<file path="src/rtl/if_pc_gen.sv">
// if_pc_gen: PC generator with one-outstanding fetch and IF/ID register; instruction shows 1 cycle after rvalid.
// stall_i[0] gates new requests, stall_i[1] holds IF/ID (response parks in skid); IF_PC_GEN_DROP_CNT_EN adds drop counter.
module if_pc_gen #(
  parameter int unsigned           ADDR_WIDTH = 32,
  parameter logic [ADDR_WIDTH-1:0] RESET_PC   = '0
) (
  input  logic                  clk_i,
  input  logic                  rst_n_i,
  input  logic [5:0]            stall_i,
  input  logic                  flush_jump_i,
  input  logic                  flush_int_i,
  input  logic [ADDR_WIDTH-1:0] new_pc_i,
  output logic                  imem_req_o,
  output logic [ADDR_WIDTH-1:0] imem_addr_o,
  input  logic                  imem_gnt_i,
  input  logic                  imem_rvalid_i,
  input  logic [31:0]           imem_rdata_i,
  output logic [31:0]           inst_o,
  output logic [ADDR_WIDTH-1:0] inst_pc_o,
  output logic                  inst_valid_o,
  output logic [15:0]           drop_cnt_o
);

  typedef enum logic [1:0] {
    S_REQ  = 2'd0,
    S_WAIT = 2'd1,
    S_SKID = 2'd2
  } state_e;

  state_e                state_q, state_d;
  logic [ADDR_WIDTH-1:0] pc_q, pc_d;
  logic [ADDR_WIDTH-1:0] req_pc_q, req_pc_d;
  logic [ADDR_WIDTH-1:0] skid_pc_q, skid_pc_d;
  logic [31:0]           skid_dat_q, skid_dat_d;
  logic [ADDR_WIDTH-1:0] inst_pc_q, inst_pc_d;
  logic [31:0]           inst_q, inst_d;
  logic                  inst_vld_q, inst_vld_d;
  logic                  drop_q, drop_d;

  logic redirect;
  logic req;
  logic gnt;
  logic rsp;
  logic unused_stall;

  assign redirect     = flush_jump_i | flush_int_i;
  // Gating with rst_n_i keeps the request low while reset is held yet live on the first cycle after release.
  assign req          = rst_n_i & (state_q == S_REQ) & ~stall_i[0];
  assign gnt          = req & imem_gnt_i;
  assign rsp          = (state_q == S_WAIT) & imem_rvalid_i;
  assign unused_stall = ^stall_i[5:2];

  assign imem_req_o   = req;
  assign imem_addr_o  = pc_q;
  assign inst_o       = inst_q;
  assign inst_pc_o    = inst_pc_q;
  assign inst_valid_o = inst_vld_q;

  always_comb begin
    state_d    = state_q;
    pc_d       = pc_q;
    req_pc_d   = req_pc_q;
    skid_pc_d  = skid_pc_q;
    skid_dat_d = skid_dat_q;
    inst_d     = inst_q;
    inst_pc_d  = inst_pc_q;
    inst_vld_d = inst_vld_q;
    drop_d     = drop_q;

    if (!stall_i[1]) begin
      inst_vld_d = 1'b0;
    end

    case (state_q)
      S_REQ: begin
        if (gnt) begin
          req_pc_d = pc_q;
          pc_d     = pc_q + ADDR_WIDTH'(4);
          state_d  = S_WAIT;
        end
      end
      S_WAIT: begin
        if (rsp) begin
          if (drop_q) begin
            drop_d  = 1'b0;
            state_d = S_REQ;
          end else if (!stall_i[1]) begin
            inst_d     = imem_rdata_i;
            inst_pc_d  = req_pc_q;
            inst_vld_d = 1'b1;
            state_d    = S_REQ;
          end else begin
            skid_dat_d = imem_rdata_i;
            skid_pc_d  = req_pc_q;
            state_d    = S_SKID;
          end
        end
      end
      S_SKID: begin
        if (!stall_i[1]) begin
          inst_d     = skid_dat_q;
          inst_pc_d  = skid_pc_q;
          inst_vld_d = 1'b1;
          state_d    = S_REQ;
        end
      end
      default: state_d = S_REQ;
    endcase

    // Redirect wins over stalls; an owed response is tracked through the drop flag.
    if (redirect) begin
      pc_d       = new_pc_i;
      inst_d     = inst_q;
      inst_pc_d  = inst_pc_q;
      inst_vld_d = 1'b0;
      if ((state_q == S_REQ && gnt) || (state_q == S_WAIT && !imem_rvalid_i)) begin
        drop_d  = 1'b1;
        state_d = S_WAIT;
      end else begin
        drop_d  = 1'b0;
        state_d = S_REQ;
      end
    end
  end

  always_ff @(posedge clk_i or negedge rst_n_i) begin
    if (!rst_n_i) begin
      state_q    <= S_REQ;
      pc_q       <= RESET_PC;
      req_pc_q   <= '0;
      skid_pc_q  <= '0;
      skid_dat_q <= '0;
      inst_q     <= '0;
      inst_pc_q  <= '0;
      inst_vld_q <= 1'b0;
      drop_q     <= 1'b0;
    end else begin
      state_q    <= state_d;
      pc_q       <= pc_d;
      req_pc_q   <= req_pc_d;
      skid_pc_q  <= skid_pc_d;
      skid_dat_q <= skid_dat_d;
      inst_q     <= inst_d;
      inst_pc_q  <= inst_pc_d;
      inst_vld_q <= inst_vld_d;
      drop_q     <= drop_d;
    end
  end

`ifdef IF_PC_GEN_DROP_CNT_EN
  logic        discard;
  logic [15:0] drop_cnt_q;

  assign discard = rsp & (drop_q | redirect);

  always_ff @(posedge clk_i or negedge rst_n_i) begin
    if (!rst_n_i) begin
      drop_cnt_q <= '0;
    end else if (discard && drop_cnt_q != 16'hFFFF) begin
      drop_cnt_q <= drop_cnt_q + 16'd1;
    end
  end

  assign drop_cnt_o = drop_cnt_q;
`else
  assign drop_cnt_o = '0;
`endif

endmodule

</file>
<file path="config.mk">
export PLATFORM = sky130hd
export DESIGN_NAME = if_pc_gen
export DESIGN_NICKNAME = d
export VERILOG_FILES = /design/src/rtl/if_pc_gen.sv
export SDC_FILE = /design/constraint.sdc
export NUM_CORES = 1
export LEC_CHECK = 0
export BUFFER_PORTS_ARGS = -buffer_cell sky130_fd_sc_hd__buf_2
export CORE_AREA = 4 4 175 177
export CTS_CLUSTER_DIAMETER = 150
export DETAILED_ROUTE_END_ITERATION = 10
export DIE_AREA = 0 0 179 181
export GPL_TIMING_DRIVEN = 0
export PLACE_DENSITY = 0.46
export SLEW_MARGIN = 5
export SYNTH_ARGS = -nofsm -noshare
export SYNTH_HDL_FRONTEND = slang
export SYNTH_SLANG_ARGS = --single-unit
</file>
<file path="constraint.sdc">
create_clock -name clk_i -period 2.5 [get_ports clk_i]
set_input_delay 0.125 -clock clk_i [delete_from_list [all_inputs] [get_ports clk_i]]
set_output_delay 0.125 -clock clk_i [all_outputs]
set_load 0.03 [all_outputs]
</file>
### Word-level counts from Yosys, hierarchy flattened

Cells that the tools add are included.
Widths: inputs -> output; s select.

* register bits after elaboration: 196
* latch bits: 0
* bits in writable memories: 0
* memory bits (read-only): 0
* input bits: 76
* output and inout bits: 114
* logic and storage cells: 74
* memories: 0

* $add $sub $neg: 1
* multiply operators: 0
* div/mod/pow operators: 0
* order comparisons: 0
* eq/ne operators: 9
* shift-type cells: 0
* muxes and demuxes: 31
* bitwise gates (word level): 8
* reductions and logical operators: 16

Operators by type and width (number)
* $mux 32: 11
* $pmux 32 s2: 2
* $add 32x3->32 const B: 1
* $mux 2: 6
* $mux 1: 10
* $reduce_bool 2->1: 5
* $ne 3x3->1 const B: 3
* $ne 2x2->1 const B: 4
* $pmux 2 s3: 1
* $reduce_and 2->1: 3
* $reduce_and 6->1: 1
* $and 1x1->1: 4
* $reduce_and 4->1: 1
* $not 1->1: 3
* $reduce_and 3->1: 1
* $eq 2x1->1 const B: 1
* $eq 2x2->1 const B: 1
* $logic_and 1x1->1: 2
* $logic_not 2->1: 1
* $pmux 1 s2: 1
* $logic_not 1->1: 1
* $logic_or 1x1->1: 1
* $or 1x1->1: 1

### Depth between registers and ports, before layout

Gate-level depths: netlist of run 1.

* word-level depth: 8
* depth in mapped cells: 10
* depth with buffers taken out: 7

### Least setup slack after synthesis of run 1

OpenSTA, ideal clock, no wires.

* path type: register to register
* start: register state_q[0]
* end: register pc_q[31] (netlist: imem_addr_o[31])
* setup time: 125 ps
* data arrival time: 1908 ps
* required time: 2375 ps
* path slack: 468 ps
* cell stages (with the launch flop): 8
* buffers on the path: 0
* period minus slack after synthesis: 2032 ps
* cells stage by stage: dfrtp_1 -> inv_1 -> ha_1 -> nand4b_4 -> nor4_4 -> nand4_1 -> xnor2_1 -> mux2_2

* cells in the longest elaborated chain, start to end: 6
* elaborated cells between the ends (all ways): 7
* those cells by class: bitwise: 3; reduce/logical: 4

RTL lines
* from (decl): line 30 `state_e state_q, state_d;`
* from (signal assigned): line 138 `state_q <= state_d;`
* $logic_not 2->1 (*): line 48, 74
* $and 1x1->1 (2 in a row): line 48 `assign req = rst_n_i & (state_q == S_REQ) & ~stall_i[0];`
* $and 1x1->1: line 49 `assign gnt = req & imem_gnt_i;`
* $reduce_bool 2->1 (no line)
* $reduce_and 2->1 (no line) (*)
* to (signal assigned): line 139 `pc_q <= pc_d;`
* to (decl): line 31 `logic [ADDR_WIDTH-1:0] pc_q, pc_d;`

Mark *: on every way between the ends. The rest lies on a longest branch, timed or not.
A chain may end at the register's enable or synchronous reset.

### Worst setup path after layout of run 1

* start: register state_q[1]
* end: register pc_q[31] (netlist: imem_addr_o[31])

Same word-level chain as after synthesis.

==> results of run 1 <==
## layout by cell type (no fill, tap or decap), types with 21 or more instances in the layout
| master | Yosys | final |
|---|---|---|
| dlygate4sd3_1 | 0 | 67 |
| mux2i_1 | 65 | 65 |
| xor2_1 | 22 | 22 |
| buf_4 | 16 | 21 |
| o21ai_0 | 81 | 81 |
| nand2_1 | 200 | 200 |
| clkbuf_1 | 26 | 22 |
| buf_2 | 15 | 179 |
| mux2_2 | 65 | 65 |
| dfrtp_1 | 196 | 196 |
## routing by layer
layer	GRT usage [%]	vias up	wire, um
li1	-	3205	-
met1	21.1	3168	11800
met2	23.1	141	10900
met3	3.45	9	1160
met4	2.46	0	129
met5	0	-	0
## cells by family after synthesis
kind of cell	after synthesis	share of synthesized area (%)
fa+ha+maj	4	0.581
flops	196	56.9
other cells	1	0.0435
compound gates	103	6.28
mux	130	16.1
xor+xnor	29	2.95
buf+inv	65	3.75
simple gates	259	13.4
## final timing paths
path / start / endpoint / slack, ps / cells after the start
max reg2reg: state_q[1] / imem_addr_o[31] / 170 / 8
min in group asynchronous: rst_n_i / inst_o[27] / 320 / 3
max in group asynchronous: rst_n_i / req_pc_q[28] / 1250 / 5
min reg2reg: inst_pc_o[31] / inst_pc_o[31] / 480 / 2
min: stall_i[1] / inst_valid_o / 60 / 3
max: state_q[1] / imem_addr_o[31] / 170 / 8
## registers in the layout, indices dropped and copies added, names as in the netlist
| name | flops |
|---|---|
| skid_pc_q | 32 |
| imem_addr_o | 32 |
| skid_dat_q | 32 |
| drop_q | 1 |
| inst_pc_o | 32 |
| inst_o | 32 |
| inst_valid_o | 1 |
| req_pc_q | 32 |
| state_q | 2 |
## through the flow
| step | total power, W | cell area, um^2 |
|---|---|---|
| final | 0.0107 | 11500 |
| after global routing | 0.0114 | 11500 |
| after CTS | 0.0109 | 11300 |
| after detailed placement | 0.00789 | 10100 |
| after global placement | 0.00780 | 10000 |
| after floorplan | 0.00682 | 8670 |
## final cells by class
cell class,count,area (um^2)
fillers,2934,17800
well taps,390,488
multi-input cells,541,3450
repair buffers,245,1690
flip-flops and latches,196,4900
plain buffers,58,313
clock buffers,18,439
clock inverters,13,163
inverters,7,26.3
## what timing repair did
| action | in CTS | in global routing |
|---|---|---|
| pin swaps | 1 | 2 |
| setup endpoints to repair | 33 | 59 |
| hold buffers | 65 | 5 |
| setup buffers | 0 | 4 |
| endpoints found under the hold margin | 130 | 43 |
| gates resized for setup | 2 | 12 |
## critical path, delay by kind of cell, from the launching register on
family                     cells  cell delay (ps)
DFF                            1              410
adders and majority gates      1              270
buffers and inverters          2              300
muxes                          1              250
and+or+nand+nor                3              790
xor gates and xnor gates       1              190
## power groups by stage
stage	clock [W]	combinational [W]	sequential, W
finish	0.00284	0.00304	0.00483
global route	0.00308	0.00336	0.00496
CTS	0.00295	0.00307	0.00484
detailed placement	0	0.00298	0.00491
global placement	0	0.00294	0.00486
floorplan	0	0.00111	0.00572
==> summary.txt, run 1 <==
Logic gate share of total power -> 28.4%
Estimated wirelength of the detail-placed design -> 16,600 um
PwrDens -> 933 nW/um^2
Std-Cell Rows -> 63
Die footprint -> 32,400 um^2
Core area -> 29,200 um^2
Most numerous cell in the Yosys netlist -> nand2_1
First-pass GRT wire length -> 37,800 um
Clock power frac -> 26.5%
Yosys warns -> 0
Setup Crit Path Kind -> flop to flop
Sequential Power Share -> 45.1%
Total Routed Length -> 23,900 um
Post-synth top area cell -> dfrtp_1
Number of max-cap violations -> 0
Sw power -> 0.00380 W
CTS tree -> done
Detail Route Antenna Nets -> 0
Min-delay worst type -> primary input to flop
Worst Path Arrival -> 2640 ps
CP endpoint kind -> flop
Final hold violations -> 0
Syn_area_per_cell -> 10.9 um^2
CP max-delay cell -> dfrtp_1
Async SR Flop Fraction -> 100%
Fmax -> 428 MHz
Die H -> 181 um
Mapped Area -> 8610 um^2
CTS Sinks -> 196
Slew margin rel. -> 46.3%
CTS H-tree depth -> 4
Seq/Total Area, Yosys -> 56.9%
Via density -> 4.44
Worst path max stage delay -> 410 ps
Top FF cell, synth -> dfrtp_1
Initial antenna violation count -> 0
Startpoint Class -> flop
# diodes -> 0
Number of global-route vias before repair -> 6,796
Placed cells -> 1,363
Worst-path clk slew -> 70 ps
Post-synth top area share -> 56.9%
Synthesized flop and latch total -> 196
Status -> finished clean
Hold slack -> 57.7 ps
Layout cell share with drive strength beyond 1 -> 29.9%
Io pins -> 190
Peak VDD IR -> 370 uV
Worst-skew pair later-pin latency -> 430 ps
GRT Overall Usage -> 14.7%
Final core occ -> 39.2%
TritonRoute pass-1 iters -> 4
Initial Util -> 29.5%
Synth area leaders -> dfrtp_1, nand2_1, mux2_2
Routability cong. -> 0.751
TritonCTS Buffers -> 17
Internal power -> 0.00691 W
Synth Instances -> 787
Unrepaired setup endpoints after global routing -> no
Final net count -> 1,146
Worst-Margin Slew -> 800 ps
Via count -> 6,523
Crit path cell chain -> inv_1 > ha_1 > nand4b_4 > nor4_4 > buf_4 > nand4_1 > xnor2_1 > mux2_2
Final min period -> 2330 ps
Port bufs -> 169
Worst-path fanout max -> 8
CTS Buffer Depth -> 2
Residual DRC -> 0
Post-synth top cells -> nand2_1, dfrtp_1, o21ai_0
Final period util -> 93.4%
Gr ovfl total -> 0
CP Data Required Time -> 2810 ps
Final setup fails -> 0
Setup TNS -> 0 ps
Routed len/inst -> 16.3 um
Layout area overhead -> 33.2%
Non-filler cells, final -> 1,468
Dpl ws -> -428 ps
Final worst slack -> 165 ps
Yosys cell types -> 36
Post-synth EDFFs -> 0
Clk_skew -> 19.3 ps
Die width -> 179 um
CTS root buf -> clkbuf_16
Sw frac -> 35.5%
Largest net degree at the start of global routing -> 80
Lkg Pwr -> 5.43 nW
Slew Limit Fails -> 0
Initial DRC count -> 363
(Power assumes the default switching activity.)
==> run 2, diff against run 1 <==
--- a/config.mk
+++ b/config.mk
@@ -5,13 +5,15 @@
 export SDC_FILE = /design/constraint.sdc
 export NUM_CORES = 1
 export LEC_CHECK = 0
+export ABC_CLOCK_PERIOD_IN_PS = 2500
 export BUFFER_PORTS_ARGS = -buffer_cell sky130_fd_sc_hd__buf_2
-export CORE_AREA = 4 4 175 177
+export CORE_AREA = 4 4 144 146
 export CTS_CLUSTER_DIAMETER = 150
 export DETAILED_ROUTE_END_ITERATION = 10
-export DIE_AREA = 0 0 179 181
+export DIE_AREA = 0 0 148 150
 export GPL_TIMING_DRIVEN = 0
-export PLACE_DENSITY = 0.46
+export HOLD_SLACK_MARGIN = 0.02
+export PLACE_DENSITY = 0.64
 export SLEW_MARGIN = 5
 export SYNTH_ARGS = -nofsm -noshare
 export SYNTH_HDL_FRONTEND = slang
==> run 2 against run 1 <==
- via count up 1.1%
- final cell count down 8.4%
- core utilization up 19 points
- clock power down 5%
==> summary.txt, run 2 (synthesis gave the netlist of run 1 again) <==
Port bufs -> 169 (unchanged)
Initial Util -> 44.4% (was 29.5%)
CTS root buf -> clkbuf_16 (unchanged)
Most frequent cells in the layout -> nand2_1, dfrtp_1, buf_2 (unchanged)
Crit path cell chain -> inv_1 > ha_1 > nand4b_4 > nor4_4 > buf_4 > nand4_1 > xnor2_1 > mux2_2 (unchanged)
CTS Buffer Depth -> 2 (unchanged)
CP max-delay cell -> dfrtp_1 (unchanged)
Commonest non-fill, non-tap cell in the layout -> nand2_1 (unchanged)
Slew margin rel. -> 49.6% (was 46.3%)
Layout cell share with drive strength beyond 1 -> 29.3% (was 29.9%)
Io pins -> 190 (unchanged)
Worst R2R Start -> state_q[0] (was state_q[1])
# diodes -> 0 (unchanged)
Endpoint of the worst-slack reg-to-reg timing path -> imem_addr_o[31] (unchanged)
CP endpoint -> imem_addr_o[31] (unchanged)
Worst Path Arrival -> 2680 ps (was 2640 ps)
Status -> finished clean (unchanged)
Final net count -> 1,146 (unchanged)
Worst-Margin Slew -> 755 ps (was 800 ps)
# fillers -> 1,656 (was 2,934)
Slew Limit Fails -> 0 (unchanged)
Worst path max stage delay -> 400 ps (was 410 ps)
First-pass GRT wire length -> 34,100 um (was 37,800 um)
Clk_skew -> 11.4 ps (was 19.3 ps)
Setup Crit Path Kind -> flop to flop (unchanged)
Non-filler cells, final -> 1,344 (was 1,468)
Routability cong. -> 0.777 (was 0.751)
Fmax -> 421 MHz (was 428 MHz)
Worst-path clk slew -> 60 ps (was 70 ps)
Die H -> 150 um (was 181 um)
Final hold violations -> 0 (unchanged)
Met3 wire length -> 1160 um (about the same)
Min-delay worst type -> primary input to asynchronous set/reset pin (was primary input to flop)
Uppermost layer routed -> met4 (unchanged)
Reg2Reg Depth -> 8 (unchanged)
TritonRoute pass-1 iters -> 5 (was 4)
Gr ovfl total -> 0 (unchanged)
Initial antenna violation count -> 0 (unchanged)
Placed cells -> 1,238 (was 1,363)
Initial DRC count -> 326 (was 363)
Final min period -> 2380 ps (was 2330 ps)
Worst-skew pair later-pin latency -> 420 ps (was 430 ps)
Largest net degree at the start of global routing -> 80 (unchanged)
Final period util -> 95.1% (was 93.4%)
Number of max-cap violations -> 0 (unchanged)
Total Routed Length -> 21,500 um (was 23,900 um)
TritonCTS Buffers -> 17 (unchanged)
Peak VDD IR -> 439 uV (was 370 uV)
Detail Route Antenna Nets -> 0 (unchanged)
Std-Cell Rows -> 51 (was 63)
Number of global-route vias before repair -> 6,506 (was 6,796)
Final core occ -> 58.4% (was 39.2%)
Fin area -> 11,300 um^2 (was 11,500 um^2)
CP endpoint kind -> flop (unchanged)
R2R setup slack -> 120 ps (was 170 ps)
Post-DP Area -> 9910 um^2 (was 10,100 um^2)
Via count -> 6,596 (was 6,523)
Residual DRC -> 0 (unchanged)
PwrDens -> 934 nW/um^2 (was 933 nW/um^2)
Register Area -> 4900 um^2 (unchanged)
Routed len/inst -> 16.0 um (was 16.3 um)
Worst-path fanout max -> 8 (unchanged)
Lkg Pwr -> 5.43 nW (about the same)
Layout area overhead -> 31.6% (was 33.2%)
Die width -> 148 um (was 179 um)
CTS Sinks -> 196 (unchanged)
CTS tree -> done (unchanged)
CTS H-tree depth -> 4 (unchanged)
Core area -> 19,400 um^2 (was 29,200 um^2)
GRT Overall Usage -> 19.3% (was 14.7%)
Estimated wirelength of the detail-placed design -> 14,800 um (was 16,600 um)
M1 WL -> 9890 um (was 11,800 um)
CP startpoint -> state_q[0] (was state_q[1])
Met2 routed WL -> 10,200 um (was 10,900 um)
CP Data Required Time -> 2800 ps (was 2810 ps)
Unrepaired setup endpoints after global routing -> no (unchanged)
Final setup fails -> 0 (unchanged)
Multi-input logic area -> 3450 um^2 (unchanged)
Die footprint -> 22,200 um^2 (was 32,400 um^2)
Via density -> 4.91 (was 4.44)
Startpoint Class -> flop (unchanged)
run 2: stage by stage:
stage	TNS (ps)	setup slack [ps]	total power, W	hold WS (ps)
floorplan	0	468	0.00682	-171
global placement	-608760	-3410	0.00774	326
detailed placement	-9320	-349	0.00785	54.7
CTS	-76.1	-76.1	0.0107	-262
global route	0	18.3	0.0112	44.2
finish	0	123	0.0106	23.6
run 2: area by class of cell:
cell class / count / share of cell area, %
inverter: 7 / 0.232
clock inverter: 11 / 1.11
sequential: 196 / 43.3
buffer: 58 / 2.68
timing repair buffer: 245 / 15.4
multi-input combinational: 541 / 30.4
tap: 265 / 2.93
clock buffer: 21 / 3.97
run 2: critical path: cells and delay by family, from the launching register on:
family	cells	cell delay (ps)
adder cells (fa/ha/maj)	1	300
buffers and inverters	2	290
XOR/XNOR	1	190
flip-flops	1	400
AND/OR/NAND/NOR	3	820
multiplexers	1	260
run 2: per-layer routing:
metal,vias to the layer above,track usage (%)
met5,-,0
met4,0,4.02
met3,14,4.60
met2,154,31.6
met1,3223,26.4
li1,3205,-
run 2: what timing repair did:
item	in CTS	in global routing
pin swaps	1	2
setup endpoints to repair	32	29
cloned	0	0
hold endpoints to repair	157	48
setup buffers	0	3
hold buffers	67	4
gates resized for setup	1	3
run 2: power breakdown:
group          switching, W  total [W]  internal (W)
Combinational       0.00189    0.00304       0.00116
Sequential         0.000608    0.00484       0.00423
Clock               0.00119    0.00271       0.00151
run 2: worst min path at each step:
stage / from / end / slack, ps
global placement: new_pc_i[1] / imem_addr_o[1] / 330
detailed placement: rst_n_i / inst_o[26] / 50
CTS: rst_n_i / inst_o[25] / -260
floorplan: rst_n_i / drop_q / -170
global route: rst_n_i / inst_o[29] / 40
finish: rst_n_i / inst_o[29] / 20
==> run 3, diff against run 2 <==
--- a/config.mk
+++ b/config.mk
@@ -7,13 +7,13 @@
 export LEC_CHECK = 0
 export ABC_CLOCK_PERIOD_IN_PS = 2500
 export BUFFER_PORTS_ARGS = -buffer_cell sky130_fd_sc_hd__buf_2
-export CORE_AREA = 4 4 144 146
+export CORE_AREA = 4 4 132 134
 export CTS_CLUSTER_DIAMETER = 150
 export DETAILED_ROUTE_END_ITERATION = 10
-export DIE_AREA = 0 0 148 150
+export DIE_AREA = 0 0 136 138
 export GPL_TIMING_DRIVEN = 0
 export HOLD_SLACK_MARGIN = 0.02
-export PLACE_DENSITY = 0.64
+export PLACE_DENSITY = 0.75
 export SLEW_MARGIN = 5
 export SYNTH_ARGS = -nofsm -noshare
 export SYNTH_HDL_FRONTEND = slang
==> run 3 against run 2 <==
- the run now ends with hold timing left
- combinational power barely moved
- cell area is 1.7% lower
- global-route usage up 3.6 points
- hold slack got worse by 350 ps
- critical path depth is 2 higher
- routed wire length shrank 1.2%
- highest routed layer is now met5
==> summary.txt, run 3 (synthesis gave the netlist of run 1 again) <==
Status -> finished, violations left (was finished clean)
Failing checks -> hold timing
Number of max-cap violations -> 0 (unchanged)
PwrDens -> 963 nW/um^2 (was 934 nW/um^2)
Most frequent cells in the layout -> nand2_1, dfrtp_1, buf_2 (unchanged)
Detail Route Antenna Nets -> 0 (unchanged)
Final period util -> 91.0% (was 95.1%)
Lkg Pwr -> 5.36 nW (was 5.43 nW)
Dpl ws -> -452 ps (was -349 ps)
TritonCTS Buffers -> 17 (unchanged)
Die H -> 138 um (was 150 um)
Commonest non-fill, non-tap cell in the layout -> nand2_1 (unchanged)
Die footprint -> 18,800 um^2 (was 22,200 um^2)
CTS Hold Bufs -> 65 (was 67)
Final setup fails -> 0 (unchanged)
Min-delay worst type -> primary input to asynchronous set/reset pin (unchanged)
Residual DRC -> 0 (unchanged)
TritonRoute pass-1 iters -> 5 (unchanged)
Die width -> 136 um (was 148 um)
Critical path depth -> 10 (was 8)
Final min period -> 2270 ps (was 2380 ps)
CP top delay family -> buffers and inverters (was simple AND/OR/NAND/NOR gates)
R2R setup slack -> 230 ps (was 120 ps)
Endpoint of the worst-slack reg-to-reg timing path -> inst_pc_o[25] (was imem_addr_o[31])
Hold slack -> -328 ps (was 23.6 ps)
CTS H-tree depth -> 4 (unchanged)
CTS Sinks -> 196 (unchanged)
Final hold violations -> 82 (was 0)
WP buf/inv -> 4 (was 2)
Fmax -> 440 MHz (was 421 MHz)
GRT Overall Usage -> 22.9% (was 19.3%)
Std-Cell Rows -> 47 (was 51)
Total Routed Length -> 21,200 um (was 21,500 um)
Clk_skew -> 6.65 ps (was 11.4 ps)
Slew margin rel. -> 50.8% (was 49.6%)
Worst-path fanout max -> 10 (was 8)
Post-route total power -> 0.0107 W (was 0.0106 W)
First-pass GRT wire length -> 34,200 um (was 34,100 um)
Port bufs -> 169 (unchanged)
Critical Path Most Common Cell -> clkbuf_4
Worst-Margin Slew -> 739 ps (was 755 ps)
CTS Buffer Depth -> 2 (unchanged)
Worst-skew pair later-pin latency -> 430 ps (was 420 ps)
CTS tree -> done (unchanged)
CP endpoint kind -> flop (unchanged)
# fillers -> 1,244 (was 1,656)
Via count -> 6,661 (was 6,596)
Initial antenna violation count -> 1 (was 0)
Core area -> 16,300 um^2 (was 19,400 um^2)
Worst R2R Start -> state_q[1] (was state_q[0])
Setup Crit Path Kind -> flop to flop (unchanged)
CTS root buf -> clkbuf_16 (unchanged)
CP Data Required Time -> 2780 ps (was 2800 ps)
Via density -> 5.16 (was 4.91)
Layout area overhead -> 29.4% (was 31.6%)
Initial DRC count -> 353 (was 326)
Worst path max stage delay -> 380 ps (was 400 ps)
Final net count -> 1,140 (was 1,146)
Estimated wirelength of the detail-placed design -> 14,300 um (was 14,800 um)
CP endpoint -> inst_pc_o[25] (was imem_addr_o[31])
CP startpoint -> state_q[1] (was state_q[0])
# diodes -> 0 (unchanged)
Gr ovfl total -> 0 (unchanged)
Startpoint Class -> flop (unchanged)
Routability cong. -> 0.840 (was 0.777)
Worst Path Arrival -> 2550 ps (was 2680 ps)
Routed len/inst -> 16.4 um (was 16.0 um)
Reg2Reg Depth -> 10 (was 8)
Initial Util -> 52.9% (was 44.4%)
Crit path cell chain -> inv_1 > ha_1 > nor2b_1 > a21o_1 > or2_1 > clkbuf_4 > clkbuf_4 > buf_2 > nand2_1 > o21ai_0 (was inv_1 > ha_1 > nand4b_4 > nor4_4 > buf_4 > nand4_1 > xnor2_1 > mux2_2)
Unrepaired setup endpoints after global routing -> no (unchanged)
CP max-delay cell -> dfrtp_1 (unchanged)
Number of global-route vias before repair -> 6,883 (was 6,506)
Largest net degree at the start of global routing -> 117 (was 80)
Peak VDD IR -> 491 uV (was 439 uV)
Worst-path clk slew -> 70 ps (was 60 ps)
Final worst slack -> 226 ps (was 123 ps)
Layout cell share with drive strength beyond 1 -> 29.2% (was 29.3%)
Io pins -> 190 (unchanged)
Slew Limit Fails -> 0 (unchanged)
run 3: changes by cell type in the layout (fill, tap and decap cells not counted), moves of 2 or more:
cell,before,now
buf_16,7,1
buf_4,18,20
bufinv_16,2,4
clkbuf_1,29,26
clkinvlp_4,1,4
inv_6,3,1
run 3: cell type report:
cell class              instances  area, um^2  area share [%]
flip-flops and latches        196        4900            44.0
multi-input cells             541        3450            30.9
clock buffers                  18         439            3.94
inverters                       7        26.3           0.236
repair buffers                239        1560            14.0
well taps                     220         275            2.47
plain buffers                  58         304            2.73
clock inverters                13         183            1.64
run 3: worst min-delay path by stage:
stage	slack, ps	cells after the start	from	to
floorplan	-170	0	rst_n_i	drop_q
global placement	320	3	new_pc_i[0]	imem_addr_o[0]
detailed placement	150	1	rst_n_i	skid_dat_q[26]
CTS	-300	1	rst_n_i	inst_o[26]
global route	-280	1	rst_n_i	inst_o[26]
finish	-330	1	rst_n_i	inst_o[26]
run 3: power breakdown:
part / internal, W / switching (W)
registers: 0.00423 / 0.000610
clock network: 0.00169 / 0.00118
logic: 0.00113 / 0.00189
total: 0.00705 / 0.00368
run 3: what timing repair did:
item	in CTS	in global routing
buffers inserted	0	4
setup endpoints to repair	6	27
hold endpoints to repair	174	82
resized for setup	1	3
pin swaps	1	2
run 3: layer usage:
layer / global-route usage, % / share of wire, %
met1: 30.5 / 43
met2: 36.7 / 48
met3: 5.85 / 7.5
met4: 7.75 / 1.7
met5: 0 / 0.057
run 3: through the flow:
step | instances | utilization [%] | setup TNS, ps | area (um^2)
after global routing | 1292 | 68.4 | 0 | 11100
final | 1292 | 68.4 | 0 | 11100
after CTS | 1288 | 68.2 | 0 | 11100
after floorplan | 802 | - | 0 | 8670
after global placement | 1191 | 60.1 | -564860 | 9790
after detailed placement | 1192 | 60.3 | -18720 | 9830
